## src/rtl/ts_lane_gen.sv

```systemverilog
// Multi-lane PCIe TS1/TS2 generator: streams one training-sequence beat per cycle
// under valid/ready and reports when enough beats were accepted. Optional: TS_LANE_REVERSE_EN.
module ts_lane_gen #(
  parameter int unsigned NUM_LANES = 4,
  parameter int unsigned CNT_W     = 16
) (
  input  logic                       clk,
  input  logic                       rst_n,
  input  logic                       ts_req,
  input  logic                       ts_stop,
  input  logic                       ts_type,
  input  logic                       link_pad,
  input  logic [7:0]                 link_num,
  input  logic                       lane_pad,
  input  logic [5:0]                 rate_support,
  input  logic [CNT_W-1:0]           ts_target,
`ifdef TS_LANE_REVERSE_EN
  input  logic                       lane_rev,
`endif
  input  logic                       ts_ready,
  output logic                       ts_valid,
  output logic [NUM_LANES*128-1:0]   ts,
  output logic [CNT_W-1:0]           ts_cnt,
  output logic                       ts_sent_enough,
  output logic                       busy
);

  localparam int unsigned TS_W  = NUM_LANES * 128;
  localparam int unsigned LANE_W = 128;

  typedef enum logic [1:0] {
    IDLE      = 2'd0,
    SEND      = 2'd1,
    STOP_WAIT = 2'd2
  } state_t;

  // Symbol-affecting configuration captured at a request
  typedef struct packed {
    logic       ts_type;
    logic       link_pad;
    logic [7:0] link_num;
    logic       lane_pad;
    logic [5:0] rate;
`ifdef TS_LANE_REVERSE_EN
    logic       lane_rev;
`endif
  } sym_cfg_t;

  state_t           state_q, state_d;
  logic             pend_q, pend_d;
  logic             load, reload, capture, accept;
  logic             armed_q;
  sym_cfg_t         cfg_in, pend_cfg_q, load_cfg;
  logic [CNT_W-1:0] pend_tgt_q, tgt_q, load_tgt;

  function automatic logic [TS_W-1:0] build_ts(input sym_cfg_t c);
    logic [TS_W-1:0] v;
    logic [7:0]      fill;
    logic [7:0]      lane_sym;
    logic [7:0]      link_sym;
    v        = '0;
    fill     = c.ts_type ? 8'h45 : 8'h4A;
    link_sym = c.link_pad ? 8'hF7 : c.link_num;
    for (int i = 0; i < int'(NUM_LANES); i++) begin
      lane_sym = 8'(i);
`ifdef TS_LANE_REVERSE_EN
      if (c.lane_rev) lane_sym = 8'(int'(NUM_LANES) - 1 - i);
`endif
      if (c.lane_pad) lane_sym = 8'hF7;
      v[i*LANE_W +: LANE_W] = {8'hBC, link_sym, lane_sym, 8'hFF,
                               {2'b00, c.rate}, 8'h00, {10{fill}}};
    end
    return v;
  endfunction

  always_comb begin
    cfg_in          = '0;
    cfg_in.ts_type  = ts_type;
    cfg_in.link_pad = link_pad;
    cfg_in.link_num = link_num;
    cfg_in.lane_pad = lane_pad;
    cfg_in.rate     = rate_support;
`ifdef TS_LANE_REVERSE_EN
    cfg_in.lane_rev = lane_rev;
`endif
  end

  assign accept   = ts_valid & ts_ready;
  assign load_cfg = reload ? pend_cfg_q : cfg_in;
  assign load_tgt = reload ? pend_tgt_q : ts_target;

  always_ff @(posedge clk or negedge rst_n) begin
    if (!rst_n) begin
      state_q <= IDLE;
      pend_q  <= 1'b0;
    end else begin
      state_q <= state_d;
      pend_q  <= pend_d;
    end
  end

  // Next state and load control; stop outranks a simultaneous request
  always_comb begin
    state_d = state_q;
    pend_d  = pend_q;
    load    = 1'b0;
    reload  = 1'b0;
    capture = 1'b0;
    case (state_q)
      IDLE: begin
        if (ts_req) begin
          load    = 1'b1;
          state_d = SEND;
        end
      end
      SEND: begin
        if (ts_stop) begin
          pend_d  = 1'b0;
          state_d = accept ? IDLE : STOP_WAIT;
        end else begin
          if (accept && pend_q) begin
            reload = 1'b1;
            pend_d = 1'b0;
          end
          if (ts_req) begin
            capture = 1'b1;
            pend_d  = 1'b1;
          end
        end
      end
      STOP_WAIT: begin
        if (accept) state_d = IDLE;
      end
      default: state_d = IDLE;
    endcase
  end

  // Pending configuration waits for the current beat to be accepted
  always_ff @(posedge clk or negedge rst_n) begin
    if (!rst_n) begin
      pend_cfg_q <= '0;
      pend_tgt_q <= '0;
    end else if (capture) begin
      pend_cfg_q <= cfg_in;
      pend_tgt_q <= ts_target;
    end
  end

  always_ff @(posedge clk or negedge rst_n) begin
    if (!rst_n) begin
      ts_valid       <= 1'b0;
      busy           <= 1'b0;
      ts             <= '0;
      ts_cnt         <= '0;
      ts_sent_enough <= 1'b0;
      tgt_q          <= '0;
      armed_q        <= 1'b0;
    end else begin
      ts_valid <= (state_d != IDLE);
      busy     <= (state_d != IDLE);
      if (load || reload) begin
        ts             <= build_ts(load_cfg);
        tgt_q          <= load_tgt;
        ts_cnt         <= '0;
        ts_sent_enough <= 1'b0;
        armed_q        <= 1'b1;
      end else begin
        if (accept && (ts_cnt != '1)) ts_cnt <= ts_cnt + CNT_W'(1);
        // Sticky until the next load; unarmed after reset so it stays low
        if (armed_q && (ts_cnt >= tgt_q)) ts_sent_enough <= 1'b1;
      end
    end
  end

endmodule

```

## config.mk

```make
export PLATFORM = sky130hd
export DESIGN_NAME = ts_lane_gen
export DESIGN_NICKNAME = d
export VERILOG_FILES = /design/src/rtl/ts_lane_gen.sv
export SDC_FILE = /design/constraint.sdc
export NUM_CORES = 1
export LEC_CHECK = 0
export ABC_AREA = 1
export BUFFER_PORTS_ARGS = -buffer_cell sky130_fd_sc_hd__buf_2
export CAP_MARGIN = 20
export CORE_AREA = 2 2 223 225
export CTS_CLUSTER_DIAMETER = 200
export DETAILED_ROUTE_END_ITERATION = 8
export DIE_AREA = 0 0 225 227
export PLACE_DENSITY = 0.48
export SETUP_SLACK_MARGIN = 0.1
export SLEW_MARGIN = 0
export SYNTH_ARGS = -nofsm -noshare
export SYNTH_HDL_FRONTEND = slang
export SYNTH_SLANG_ARGS = --single-unit
```

## constraint.sdc

```tcl
create_clock -name clk -period 7.46 [get_ports clk]
set_input_delay 1.492 -clock clk [delete_from_list [all_inputs] [get_ports clk]]
set_output_delay 1.492 -clock clk [all_outputs]
set_load 0.01 [all_outputs]
```

* Word level (Yosys, flattened, before mapping)
Cells that the tools add are included.
** Operators by class
- Add/sub/neg operators :: 1
- Magnitude comparators :: 1
- Equality and inequality tests :: 3
- Mux-type cells :: 27
- Bitwise logic cells :: 1
- Reductions and logical operators :: 10
** Operators by type and width (number)
- $mux 16 :: 3
- $mux 8 :: 5
- $mux 17 :: 1
- $add 16x1->16 const B :: 1
- $ge 16x16->1 :: 1
- $ne 16x16->1 const B :: 1
- $mux 1 :: 12
- $mux 2 :: 4
- $pmux 2 s3 :: 1
- $reduce_bool 2->1 :: 3
- $mux 4 :: 1
- $logic_and 1x1->1 :: 3
- $reduce_bool 3->1 :: 1
- $eq 2x1->1 const B :: 1
- $eq 2x2->1 const B :: 1
- $logic_not 2->1 :: 1
- $reduce_and 2->1 :: 1
- $and 1x1->1 :: 1
- $logic_or 1x1->1 :: 1
** Storage, ports and cells
- Flip-flop bits (word level) :: 527
- Logic and storage cells :: 57

* Longest topological paths before layout
- Depth after elaboration :: 7
- Depth in mapped cells :: 12
- Depth with buffers taken out :: 12

* Worst setup path before layout
No wires, ideal clock.
- Path type :: register to output
- From :: register, netlist name ts[489]
- To :: output ts[100]
- Arrival :: 2.076 ns
- Required time :: 5.968 ns
- Slack :: 3.892 ns
- Stages on the path, launching flop included :: 2
- Cells stage by stage :: dfrtp_1 buf_4
** RTL lines
- end, declared :: line 22 : output logic [NUM_LANES*128-1:0] ts,

==> impl_metrics.csv <==
group,metric,value,unit
run_status,status,"finished, final reports clean",
grt,globalRouteOverflowTotal,0,
synth,ys_types,39,
timing,max_slew_margin,35.8,%
clock_network,htreeDepth,3,
clock_network,ctsResizeCount,0,
timing,skew,0.0132,ns
placement,port_buffers,392,
clock_network,cts_root_buffer,"clkbuf_16",
floorplan,num_io_pins,569,
clock_network,cts_tree,"built",
detailed_routing,dr.first_iter.drc_count,285,
cells_and_area,postLayoutCellArea,0.00809,mm²
setup_path,cp.required,5.97,ns
synth,synth_warnings,0,
cells_and_area,layout.nets,1131,
clock_network,post_cts_buffers,0,
timing,hold_violations,0,
detailed_routing,vias,5363,
placement,pre_cts_ws,4.30,ns
synth,syn_area_per_cell,8.09,µm²
floorplan,start_util,16.8,%
timing,clock.fmax,0.312,GHz
clock_network,cts_hold_buf,0,
grt,gr-usage-all-layers,6.05,%
cells_and_area,fin_cells,1703,
timing,tns,0,ns
cells_and_area,antenna_cells,0,
synth,synth-seq-cells,88,
setup_path,crit_path_end_kind,"primary output",
clock_network,clock_sinks,88,
timing,fin_crit_sh,43.0,%
placement,post-dp-hpwl,14300,µm
flow_run,drv_cap,0,
timing,rsz0062_at_grt,"no",
synth,synth_cells,1006,
cells_and_area,layout-drive-gt1-share,40.5,%
detailed_routing,vias_per_cell,3.15,
power_and_ir_drop,peakVddDrop,148,µV
placement,place_inst,1684,
placement,globalplace.congestion,0.762,
timing,finalSetupViolations,0,
synth,syn_area,0.00814,mm²
timing,setup_slack,4.26,ns
detailed_routing,detail-route-antenna-nets,0,
timing,whs,0.485,ns
power_and_ir_drop,power.density,357,mW/mm²
grt,antenna_found_initial,0,
detailed_routing,wl,18200,µm
floorplan,die_area,0.0511,mm²
grt,grt_pass1_wl,24000,µm
setup_path,cp-start-kind,"register",
timing,worstMarginPinSlew,0.963,ns
clock_network,numCtsBuffers,9,
setup_path,cp.arrival,1.71,ns
floorplan,core,0.0485,mm²
grt,grt_max_degree,85,
worst_hold_path,hp-class,"reg -> reg",
clock_network,cts_buffer_depth,2,
floorplan,fp.dieW,225,µm
setup_path,crit_fanout,84,
timing,fin_crit,3.20,ns
clock_network,worst_skew_pair.late_latency,0.34,ns
cells_and_area,area_growth_syn_to_layout,-0.599,%
placement,place_area,0.00773,mm²
grt,grt_pass1_vias,4024,
setup_path,path_class,"reg -> out",
detailed_routing,post_drt_wl_per_cell,10.7,µm
floorplan,rows,81,
clock_network,path_clk_slew,0.06,ns
floorplan,die_y,227,µm
timing,drv_slew,0,
detailed_routing,firstDrtPassIters,4,
detailed_routing,drc_errors,0,
synth,ys_seq_area_share,27.1,%
power_and_ir_drop,p_leak,0.00431,µW
registers in the layout (all words and copies together), names as in the netlist:
signal          count
ts_cnt             16
ts                 18
busy                1
pend_cfg_q         17
pend_tgt_q         16
tgt_q              16
pend_q              1
ts_sent_enough      1
state_q             2
synthesized netlist by cell type:
cell type	count	area [µm²]
a21o_1	2	15.0
a21oi_1	17	85.1
o21ai_1	8	40.0
xnor2_1	1	8.76
o21ai_0	46	230
dfrtp_1	88	2200
buf_4	497	3730
xor2_1	4	35.0
nor3b_1	1	7.51
a311oi_1	1	8.76
nand3_2	2	20.0
inv_4	2	12.5
nor3_1	8	40.0
buf_6	4	45.0
nor2_8	2	40.0
ha_1	17	213
nor3_2	1	10.0
o21bai_1	2	15.0
mux2_1	1	11.3
nand2_4	3	33.8
o211ai_1	8	60.1
o31ai_1	3	22.5
o221ai_1	15	131
nand4_1	12	75.1
nand2_1	125	469
inv_2	5	18.8
clkbuf_1	4	15.0
conb_1	1	3.75
nand3_1	13	65.1
or2_2	1	6.26
nand2_2	2	12.5
inv_1	73	274
nor2_1	23	86.3
nor3_4	1	16.3
a22o_1	1	8.76
or2_1	1	6.26
nor2_2	2	12.5
buf_2	8	40.0
o22ai_2	1	12.5
placed cells by master (no fill, tap or decap), types with 8 or more instances in the layout:
cell	count
conb_1	176
o21ai_1	8
o21ai_0	46
buf_2	391
dfrtp_1	85
nand3_1	13
nand2_1	125
nand4_1	12
nor3_1	8
o211ai_1	8
a21oi_1	17
ha_1	17
o221ai_1	15
inv_1	73
clkbuf_16	9
nor2_1	23
power breakdown:
group | leakage, µW | switching [µW] | total [µW] | internal [µW]
clock | 0.000136 | 198 | 437 | 238
combinational | 0.00308 | 985 | 1600 | 618
sequential | 0.00109 | 178 | 846 | 668
logic make-up (layout without fill, tap and decap cells):
kind of cell    count (synthesis)  in the layout  synth area share (%)
xor+xnor                        5              5                 0.538
compound gates                104            104                  7.73
other cells                     1            176                0.0461
flops                          88             88                  27.1
fa+ha+maj                      17             17                  2.61
buf+inv                       593            493                  50.8
mux                             1              1                 0.138
simple gates                  197            197                  11.1
per-layer routing:
metal  vias to the layer above  wire length (µm)  global-route usage, %
met5                         -                 0                      0
met2                       251              9450                   10.4
li1                       2633                 -                      -
met1                      2466              7590                   7.98
met3                        13               942                  0.620
met4                         0               190                   1.79
worst max-delay path, stage by stage (launching register included):
cell and delay [ns]:
dfrtp_2 0.54, buf_4 0.54, buf_2 0.25
area by class of cell:
class,instances,area [µm²]
fillers,5422,40500
multi-input cells,500,2460
flip-flops and latches,88,2210
repair buffers,397,2050
well taps,622,778
inverters,80,305
clock buffers,10,239
clock inverters,6,50.0
path summary, 6_finish.rpt:
path	from	endpoint	slack (ns)	cells past startpoint
worst max register to register	ts_cnt[1]	ts_cnt[3]	5.52	9
min in group asynchronous	rst_n	pend_cfg_q[11]	0.99	1
worst min register to register	pend_tgt_q[6]	pend_tgt_q[6]	0.49	2
worst min-delay path	pend_tgt_q[6]	pend_tgt_q[6]	0.49	2
max in group asynchronous	rst_n	ts[459]	5.20	2
worst max-delay path	ts[489]	ts[380]	4.26	2
stage by stage:
stage	total power [µW]	utilization (%)
2_1_floorplan	2580	-
3_3_place_gp	2440	15.9
3_5_place_dp	2460	15.9
4_1_cts	2910	16.5
5_1_grt	3150	16.7
6_report	2890	16.7
Power figures use the tool's default switching activity.
